File: src/rtl/fifo_cdc_pkg.sv
// ---------------------------------------------------------------------------
// fifo_cdc_pkg
//   Shared definitions for the write-side and read-side pointer blocks of the
//   asynchronous CDC FIFO.
//   - FIFO_ADDR_W : default address width (DEPTH = 2**FIFO_ADDR_W)
//   - ptr_t       : pointer type, one bit wider than the address so the MSB
//                   distinguishes full from empty
//   - bin2gray / gray2bin : pointer code conversions at the default width
// ---------------------------------------------------------------------------
package fifo_cdc_pkg;

  localparam int FIFO_ADDR_W = 3;

  typedef logic [FIFO_ADDR_W:0] ptr_t;

  // Binary to reflected Gray: adjacent counts differ in exactly one bit.
  function automatic ptr_t bin2gray(input ptr_t b);
    return b ^ (b >> 1);
  endfunction

  // Gray to binary: each binary bit is the XOR of all Gray bits at or above it.
  function automatic ptr_t gray2bin(input ptr_t g);
    ptr_t b;
    b = g;
    for (int i = FIFO_ADDR_W - 1; i >= 0; i--) begin
      b[i] = b[i + 1] ^ g[i];
    end
    return b;
  endfunction

endpackage : fifo_cdc_pkg

File: src/rtl/fifo_gray2bin.sv
// ---------------------------------------------------------------------------
// fifo_gray2bin
//   Parameterised, purely combinational Gray-to-binary converter
//   (XOR prefix from the MSB down). Shared by the write-side and read-side
//   pointer blocks.
//   Ports:
//     gray  in  W  Gray-coded value
//     bin   out W  binary equivalent
// ---------------------------------------------------------------------------
module fifo_gray2bin
  import fifo_cdc_pkg::*;
#(
  parameter int W = FIFO_ADDR_W + 1
) (
  input  logic [W-1:0] gray,
  output logic [W-1:0] bin
);

  // Bit i is the reduction XOR of gray[W-1:i]; no bit depends on another
  // output bit, so there is no combinational self-reference.
  always_comb begin
    bin = {W{1'b0}};
    for (int i = 0; i < W; i++) begin
      bin[i] = ^(gray >> i);
    end
  end

endmodule : fifo_gray2bin

File: src/rtl/fifo_wptr_full.sv
// ---------------------------------------------------------------------------
// fifo_wptr_full
//   Write-domain pointer and full-flag generator of the async CDC FIFO.
//   Keeps a binary write counter (RAM address) and a registered Gray copy that
//   crosses into the read domain. The full flag compares the next Gray pointer
//   against the synchronised read pointer, so full asserts on the very edge
//   that accepts the DEPTH-th outstanding write, and is released only after
//   the read pointer has crossed back (pessimistic, never optimistic).
//
//   Optional feature, enabled by defining FIFO_WPTR_ALMOST_FULL_EN:
//     registered fill level (wlevel) and almost_full flag. When the macro is
//     not defined both outputs are tied low and no Gray decoder is built; the
//     port list is identical in both builds.
//
//   Ports:
//     clk          in   1         write clock, all state on rising edge
//     rst          in   1         synchronous active-high reset
//     wr_en        in   1         producer write request
//     wq2_rptr     in   ADDR_W+1  Gray read pointer, already synchronised
//     wr_accept    out  1         wr_en & ~wfull (RAM write strobe)
//     waddr        out  ADDR_W    RAM write address
//     wptr         out  ADDR_W+1  registered Gray write pointer
//     wfull        out  1         registered full flag
//     overflow     out  1         sticky: write attempted while full
//     almost_full  out  1         registered almost-full flag (optional)
//     wlevel       out  ADDR_W+1  registered fill level 0..DEPTH (optional)
// ---------------------------------------------------------------------------
module fifo_wptr_full
  import fifo_cdc_pkg::*;
#(
  parameter int ADDR_W    = FIFO_ADDR_W,
  parameter int AF_MARGIN = 2
) (
  input  logic              clk,
  input  logic              rst,
  input  logic              wr_en,
  input  logic [ADDR_W:0]   wq2_rptr,
  output logic              wr_accept,
  output logic [ADDR_W-1:0] waddr,
  output logic [ADDR_W:0]   wptr,
  output logic              wfull,
  output logic              overflow,
  output logic              almost_full,
  output logic [ADDR_W:0]   wlevel
);

  localparam logic [ADDR_W:0] PTR_ZERO = {(ADDR_W + 1){1'b0}};

  // Margin outside 1..DEPTH-1 would make almost_full meaningless.
  if (AF_MARGIN < 1 || AF_MARGIN > (1 << ADDR_W) - 1) begin : g_af_margin_illegal
    $error("fifo_wptr_full: AF_MARGIN out of range 1..DEPTH-1");
  end

  logic [ADDR_W:0] wbin_r;
  logic [ADDR_W:0] wptr_r;
  logic            wfull_r;
  logic            overflow_r;

  logic            inc_s;
  logic [ADDR_W:0] wbin_next_s;
  logic [ADDR_W:0] wgray_next_s;
  logic [ADDR_W:0] full_cmp_s;
  logic            wfull_next_s;

  // Next-pointer and full-detect logic.
  // Full when the next Gray pointer equals the read pointer with its two MSBs
  // inverted: that is exactly "one lap ahead" in Gray space.
  always_comb begin
    inc_s        = wr_en & ~wfull_r;
    wbin_next_s  = wbin_r + {{ADDR_W{1'b0}}, inc_s};
    wgray_next_s = wbin_next_s ^ (wbin_next_s >> 1);
    full_cmp_s   = {~wq2_rptr[ADDR_W:ADDR_W-1], wq2_rptr[ADDR_W-2:0]};
    wfull_next_s = (wgray_next_s == full_cmp_s);
  end

  // Pointer, full and sticky overflow registers.
  always_ff @(posedge clk) begin
    if (rst) begin
      wbin_r     <= PTR_ZERO;
      wptr_r     <= PTR_ZERO;
      wfull_r    <= 1'b0;
      overflow_r <= 1'b0;
    end else begin
      wbin_r  <= wbin_next_s;
      wptr_r  <= wgray_next_s;
      wfull_r <= wfull_next_s;
      if (wr_en && wfull_r) begin
        overflow_r <= 1'b1;
      end else begin
        overflow_r <= overflow_r;
      end
    end
  end

  assign wr_accept = inc_s;
  assign waddr     = wbin_r[ADDR_W-1:0];
  // Driven straight from a flop so the pointer crossing never glitches.
  assign wptr      = wptr_r;
  assign wfull     = wfull_r;
  assign overflow  = overflow_r;

`ifdef FIFO_WPTR_ALMOST_FULL_EN
  localparam int              DEPTH     = 1 << ADDR_W;
  localparam logic [ADDR_W:0] AF_THRESH = (ADDR_W + 1)'(DEPTH - AF_MARGIN);

  logic [ADDR_W:0] rbin_s;
  logic [ADDR_W:0] level_next_s;
  logic            almost_full_r;
  logic [ADDR_W:0] wlevel_r;

  fifo_gray2bin #(
    .W (ADDR_W + 1)
  ) u_rptr_g2b (
    .gray (wq2_rptr),
    .bin  (rbin_s)
  );

  // Modulo subtraction yields 0..DEPTH because the pointers never drift
  // more than one lap apart.
  always_comb begin
    level_next_s = wbin_next_s - rbin_s;
  end

  // Fill level and almost-full registers, updated alongside wfull.
  always_ff @(posedge clk) begin
    if (rst) begin
      wlevel_r      <= PTR_ZERO;
      almost_full_r <= 1'b0;
    end else begin
      wlevel_r      <= level_next_s;
      almost_full_r <= (level_next_s >= AF_THRESH);
    end
  end

  assign wlevel      = wlevel_r;
  assign almost_full = almost_full_r;
`else
  assign wlevel      = PTR_ZERO;
  assign almost_full = 1'b0;
`endif

endmodule : fifo_wptr_full

File: config.mk
export PLATFORM = sky130hd
export DESIGN_NAME = fifo_wptr_full
export DESIGN_NICKNAME = d
export VERILOG_FILES = /design/src/rtl/fifo_cdc_pkg.sv /design/src/rtl/fifo_gray2bin.sv /design/src/rtl/fifo_wptr_full.sv
export SDC_FILE = /design/constraint.sdc
export NUM_CORES = 1
export LEC_CHECK = 0
export ABC_AREA = 0
export CORE_AREA = 2 2 39 41
export CTS_CLUSTER_SIZE = 30
export DETAILED_ROUTE_END_ITERATION = 10
export DIE_AREA = 0 0 41 43
export GPL_TIMING_DRIVEN = 0
export PLACE_DENSITY_LB_ADDON = 0.05
export SLEW_MARGIN = 40
export SYNTH_ARGS = -nofsm -noshare
export SYNTH_HDL_FRONTEND = slang
export SYNTH_SLANG_ARGS = --single-unit
File: constraint.sdc
create_clock -name clk -period 2.3 [get_ports clk]
set_input_delay 0.23 -clock clk [delete_from_list [all_inputs] [get_ports clk]]
set_output_delay 0.23 -clock clk [all_outputs]
set_load 0.1 [all_outputs]
==> flow_summary_export.csv, run 1 <==
group,metric,value,unit
yosys,synth_top_family_by_area,"XOR/XNOR gates",
job,maxCapViolCount,0,
routing,drt-pass1-iter-count,1,
sta,skew,0.00226,ns
clock_network,hold_buffers,0,
yosys,synth_mux_area_share,0,%
sta,rsz0062_at_grt,"false",
final_layout,fin_util,48.7,%
worst_setup_path,cp-end-kind,"register",
clock_network,postCtsSetupRepairBufs,0,
floorplan,core,1380,µm²
power_and_ir_drop,cellPowerDensity,808,nW/µm²
yosys,syn_area_per_cell,11.1,µm²
floorplan,io_pins,22,
yosys,yosysTopAreaCellShare,37.8,%
final_layout,fin_nets,76,
grt,antenna_found_initial,0,
grt,track_usage,10.6,%
worst_setup_path,worstSetupPathType,"input pin to register",
worst_setup_path,cp_data_arrival_time,2.02,ns
clock_network,clock_latency,0.25,ns
status,outcome,"completed",
sta,post-route-min-period,1.85,ns
clock_network,cts_buffers,3,
clock_network,cts_resized,0,
floorplan,die_y,43,µm
sta,final_hold_viol_count,0,
clock_network,htree_levels,1,
placed_design,gp_congestion,0.638,
final_layout,area_growth,41.5,%
final_layout,drive_gt1_share,36.4,%
yosys,synth_cells,43,
placed_design,place_area,648,µm²
yosys,synth-xor-area-share,28.9,%
final_layout,diodes,0,
routing,drt_iter0_drc,0,
routing,via_per_inst,4.10,
routing,wl_per_cell,9.10,µm
power_and_ir_drop,ir_drop,329,µV
clock_network,cts_buffer_depth,2,
yosys,synth_compound_area_share,4.99,%
yosys,synth-simple-area-share,13.6,%
sta,hold_slack,0.325,ns
clock_network,clkTransAtPathRegs,0.06,ns
yosys,ys_seq_area_share,37.8,%
min_path,hold_class,"input pin to register",
yosys,synth_area_leader_cell,"dfxtp_1",
routing,routed_wl,746,µm
routing,ant_nets,0,
sta,setup_viol,0,
grt,grt_pass1_vias,301,
yosys,synth_warnings,0,
yosys,synth_area_leaders,"dfxtp_1 38%, xnor3_1 14%, xnor2_1 11%",
final_layout,stdcell_area,674,µm²
clock_network,numClockSinks,9,
power_and_ir_drop,p_total,545,µW
floorplan,rows,14,
floorplan,dieArea,1760,µm²
sta,tns,0,ns
clock_network,cts_tree,"yes",
grt,overflow,0,
yosys,yosys_register_bits,9,
yosys,yosysUniqueCellTypes,15,
floorplan,start_util,34.4,%
sta,slew_viol_final,0,
yosys,synth_fa_ha_area_share,5.25,%
power_and_ir_drop,leakage,0.000312,µW
sta,fmax,540,MHz
clock_network,clock-root-buffer,"clkbuf_4",
sta,final.period_utilization,80.5,%
yosys,netlist_area,477,µm²
worst_setup_path,crit_path_start_kind,"input pin",
routing,vias,336,
worst_setup_path,cp_max_fo,4,
routing,drc,0,
placed_design,portBuffers,15,
grt,grt_start_max_net_pins,10,
grt,grt_pass1_wl,1220,µm
worst_setup_path,crit_required,2.46,ns
floorplan,fp.dieW,41,µm
-- state kept, by name, summed over array words and instances (netlist names) --
register,flops
overflow,1
wbin_r,4
wfull,1
wptr,3
-- kinds of logic after synthesis --
logic type               after synthesis
AND/OR/NAND/NOR                       12
XOR/XNOR                              11
flip-flops                             9
buffers and inverters                  6
AO/OA/AOI/OAI                          2
adder cells (fa/ha/maj)                2
other                                  1
-- stage by stage --
stage	setup slack, ns	cells
6_report	0.447	82
5_1_grt	0.375	82
4_1_cts	0.436	82
3_5_place_dp	0.171	78
3_3_place_gp	0.0498	78
2_1_floorplan	0.0304	47
-- power breakdown --
group / total [µW] / switching, µW / internal [µW]
combinational: 248 / 171 / 76.9
sequential: 177 / 8.90 / 168
clock: 120 / 52.8 / 66.7
-- path summary, 6_finish.rpt --
path | start | end | slack, ns | depth (start not counted)
hold / removal | rst | wptr[0]$_SDFF_PP0_ | 0.32 | 2
setup / recovery | wr_en | wfull$_SDFF_PP0_ | 0.45 | 7
setup reg to reg | wfull$_SDFF_PP0_ | wfull$_SDFF_PP0_ | 0.58 | 6
hold reg to reg | overflow$_SDFFE_PP0P_ | overflow$_SDFFE_PP0P_ | 0.46 | 2
-- layout make-up --
| type | instances | area, µm² |
|---|---|---|
| buffer | 6 | 41.3 |
| clock buffer | 4 | 26.3 |
| fill | 153 | 709 |
| multi-input combinational | 32 | 303 |
| sequential | 9 | 184 |
| tap | 16 | 20.0 |
| timing repair buffer | 15 | 100 |
-- layout by cell type (no fill, tap or decap), drive strengths merged --
cell / synthesis / routed
a21boi: 1 / 1
ha: 2 / 2
conb: 1 / 5
xnor2: 6 / 6
dfxtp: 9 / 9
nor4: 1 / 1
nand3: 1 / 1
clkdlybuf4s50: 0 / 5
clkbuf: 1 / 5
buf: 5 / 15
nor2: 6 / 6
xnor3: 3 / 3
xor2: 2 / 2
nor2b: 3 / 3
a21oi: 1 / 1
nand2b: 1 / 1
-- cells in the mapped netlist (all sizes together) --
cell,instances
clkbuf,1
buf,5
nor4,1
nand3,1
xnor2,6
xnor3,3
nand2b,1
dfxtp,9
a21boi,1
nor2,6
nor2b,3
conb,1
xor2,2
a21oi,1
ha,2
-- critical path: stages --
cell and delay (ns):
clkdlybuf4s50_1 0.42, nor2b_4 0.15, ha_4 0.17, ha_4 0.28, xnor3_1 0.42, xnor2_1 0.15, nor4_2 0.20
-- metal layers --
metal,vias up,share of wire (%),global-route usage [%]
li1,177,-,-
met1,148,42,13.4
met2,11,50,14.4
met3,0,7.8,3.14
met4,0,0,8.00
met5,-,0,0
Note: power is estimated with default switching activity, not from simulation.
==> run 2: changes to the inputs <==
--- a/config.mk
+++ b/config.mk
@@ -6,10 +6,10 @@
 export NUM_CORES = 1
 export LEC_CHECK = 0
 export ABC_AREA = 0
-export CORE_AREA = 2 2 39 41
+export CORE_MARGIN = 2
+export CORE_UTILIZATION = 34
 export CTS_CLUSTER_SIZE = 30
 export DETAILED_ROUTE_END_ITERATION = 10
-export DIE_AREA = 0 0 41 43
 export GPL_TIMING_DRIVEN = 0
 export PLACE_DENSITY_LB_ADDON = 0.05
 export SLEW_MARGIN = 40
==> constraint.sdc (replaced) <==
create_clock -name clk -period 1.7 [get_ports clk]
set_input_delay 0.17 -clock clk [delete_from_list [all_inputs] [get_ports clk]]
set_output_delay 0.17 -clock clk [all_outputs]
set_load 0.1 [all_outputs]
==> run 2 against run 1 <==
Net effect: worst hold slack lost 0.14 ns; largest cell class unchanged; non-clock buffer count is 3 higher; die area shrank 2.6%; highest routed layer is now met4.
==> flow_summary_export.csv, run 2 (same netlist as run 1, synthesis figures left out) <==
group,metric,value,unit
status,outcome,"completed",
clock_network,clock_latency,0.26,ns
worst_setup_path,crit_path_start_kind,"register",
grt,antenna_found_initial,0,
power_and_ir_drop,switching_share,43.3,%
floorplan,die_y,41.4,µm
floorplan,fp.dieW,41.4,µm
final_layout,drive_gt1_share,40.6,%
final_layout,multi_input_comb_area,310,µm²
clock_network,cts_buffer_depth,2,
sta,hold_slack,0.184,ns
power_and_ir_drop,pwr-share-clk,22.4,%
grt,grt_pass1_wl,1300,µm
sta,rsz0062_at_grt,"false",
floorplan,dieArea,1720,µm²
sta,final.period_utilization,93.5,%
placed_design,gp_congestion,0.663,
floorplan,start_util,36.6,%
clock_network,numClockSinks,9,
power_and_ir_drop,power_frac_seq,31.8,%
clock_network,cts_buffers,3,
routing,drt_iter0_drc,1,
routing,wl_per_cell,9.18,µm
routing,vias,343,
final_layout,final_cell_mix,"10 x buf_2, 8 x buf_4, 8 x dfxtp_1, 6 x nor2_1, 6 x xnor2_1",
worst_setup_path,crit_required,1.87,ns
final_layout,diodes,0,
clock_network,hold_buffers,0,
sta,setup_viol,0,
floorplan,io_pins,22,
power_and_ir_drop,leakage,0.000336,µW
worst_setup_path,worstSetupPathType,"register to register",
floorplan,rows,13,
final_layout,final_common_cell,"buf_2",
min_path,hold_class,"input pin to register",
routing,routed_wl,771,µm
sta,post-route-min-period,1.59,ns
grt,overflow,0,
power_and_ir_drop,p_int,426,µW
placed_design,portBuffers,15,
worst_setup_path,cp_max_fo,4,
worst_setup_path,cp_data_arrival_time,1.76,ns
grt,track_usage,10.6,%
power_and_ir_drop,ir_drop,511,µV
routing,via_per_inst,4.08,
routing,ant_nets,0,
final_layout,area_growth,48.0,%
sta,fmax,629,MHz
grt,grt_pass1_vias,300,
grt,grt_start_max_net_pins,10,
clock_network,clock-root-buffer,"clkbuf_4",
sta,slew_viol_final,0,
final_layout,num-fill-cells,126,
clock_network,clkTransAtPathRegs,0.06,ns
worst_setup_path,cp-end-kind,"register",
clock_network,htree_levels,1,
floorplan,core,1300,µm²
final_layout,regMostFlops,"wbin_r",
final_layout,fin_nets,79,
power_and_ir_drop,p_switching,326,µW
routing,drt-pass1-iter-count,2,
final_layout,fin_util,54.2,%
sta,final_hold_viol_count,0,
job,maxCapViolCount,0,
routing,drc,0,
final_layout,seqCellArea,184,µm²
power_and_ir_drop,cellPowerDensity,1060,nW/µm²
final_layout,largest_reg_flops,4,
clock_network,cts_tree,"yes",
power_and_ir_drop,pwr-share-comb,45.7,%
sta,skew,0.00475,ns
-- run 2: cell count changes in the layout (fill, tap and decap cells not counted) --
cell / change
clkdlybuf4s50_1: -1
xor2_2: +1
xor2_1: -1
buf_4: +3
dlymetal6s2s_1: +1
-- run 2: worst max-delay path, cell delays in order (launching register included) --
cell,delay [ns]
dfxtp_4,0.36
nor2b_4,0.13
ha_4,0.15
ha_4,0.21
xnor3_1,0.35
nand2b_1,0.06
nor4_2,0.23
-- run 2: metrics by stage --
stage | instance area, µm² | setup TNS, ns | worst slack [ns] | std cells | total power (µW)
floorplan | 536 | -1.28 | -0.520 | 47 | 541
finish | 706 | 0 | 0.110 | 84 | 751
detailed placement | 654 | -0.423 | -0.306 | 77 | 582
CTS | 696 | 0 | 0.0186 | 83 | 758
global route | 706 | 0 | 0.0386 | 84 | 789
global placement | 704 | -1.06 | -0.435 | 77 | 599
-- run 2: routing by layer --
metal  GRT usage, %  share of wire (%)  vias to the layer above
met2           12.8                 45                       14
met5              0                  0                        -
met1           12.7                 44                      149
met4           9.68                2.2                        0
met3           6.09                8.8                        2
li1               -                  -                      178
-- run 2: path summary, 6_finish.rpt --
check,from,cells past startpoint,end,slack [ns]
max,wfull$_SDFF_PP0_,6,wfull$_SDFF_PP0_,0.11
min,wr_en,3,overflow$_SDFFE_PP0P_,0.18
max reg2reg,wfull$_SDFF_PP0_,6,wfull$_SDFF_PP0_,0.11
min reg2reg,overflow$_SDFFE_PP0P_,2,overflow$_SDFFE_PP0P_,0.47
-- run 2: what timing repair did --
item / 4_1_cts / 5_1_grt
endpoints found under the setup margin: 1 / 1
gates resized for setup: 0 / 1
setup buffers: 2 / 1
pin swaps: 1 / 0
-- run 2: area by class of cell --
| type | count | area share [%] |
|---|---|---|
| Clock buffer | 4 | 3.72 |
| Sequential cell | 9 | 26.1 |
| Tap cell | 15 | 2.66 |
| Timing Repair Buffer | 18 | 17.7 |
| Multi-Input combinational cell | 32 | 44.0 |
| Buffer | 6 | 5.85 |
-- run 2: power by group through the flow --
stage | Sequential, µW | Combinational [µW] | Clock [µW]
finish | 239 | 343 | 169
floorplan | 366 | 175 | 0
global placement | 244 | 355 | 0
detailed placement | 244 | 338 | 0
global route | 241 | 359 | 189
CTS | 240 | 342 | 176
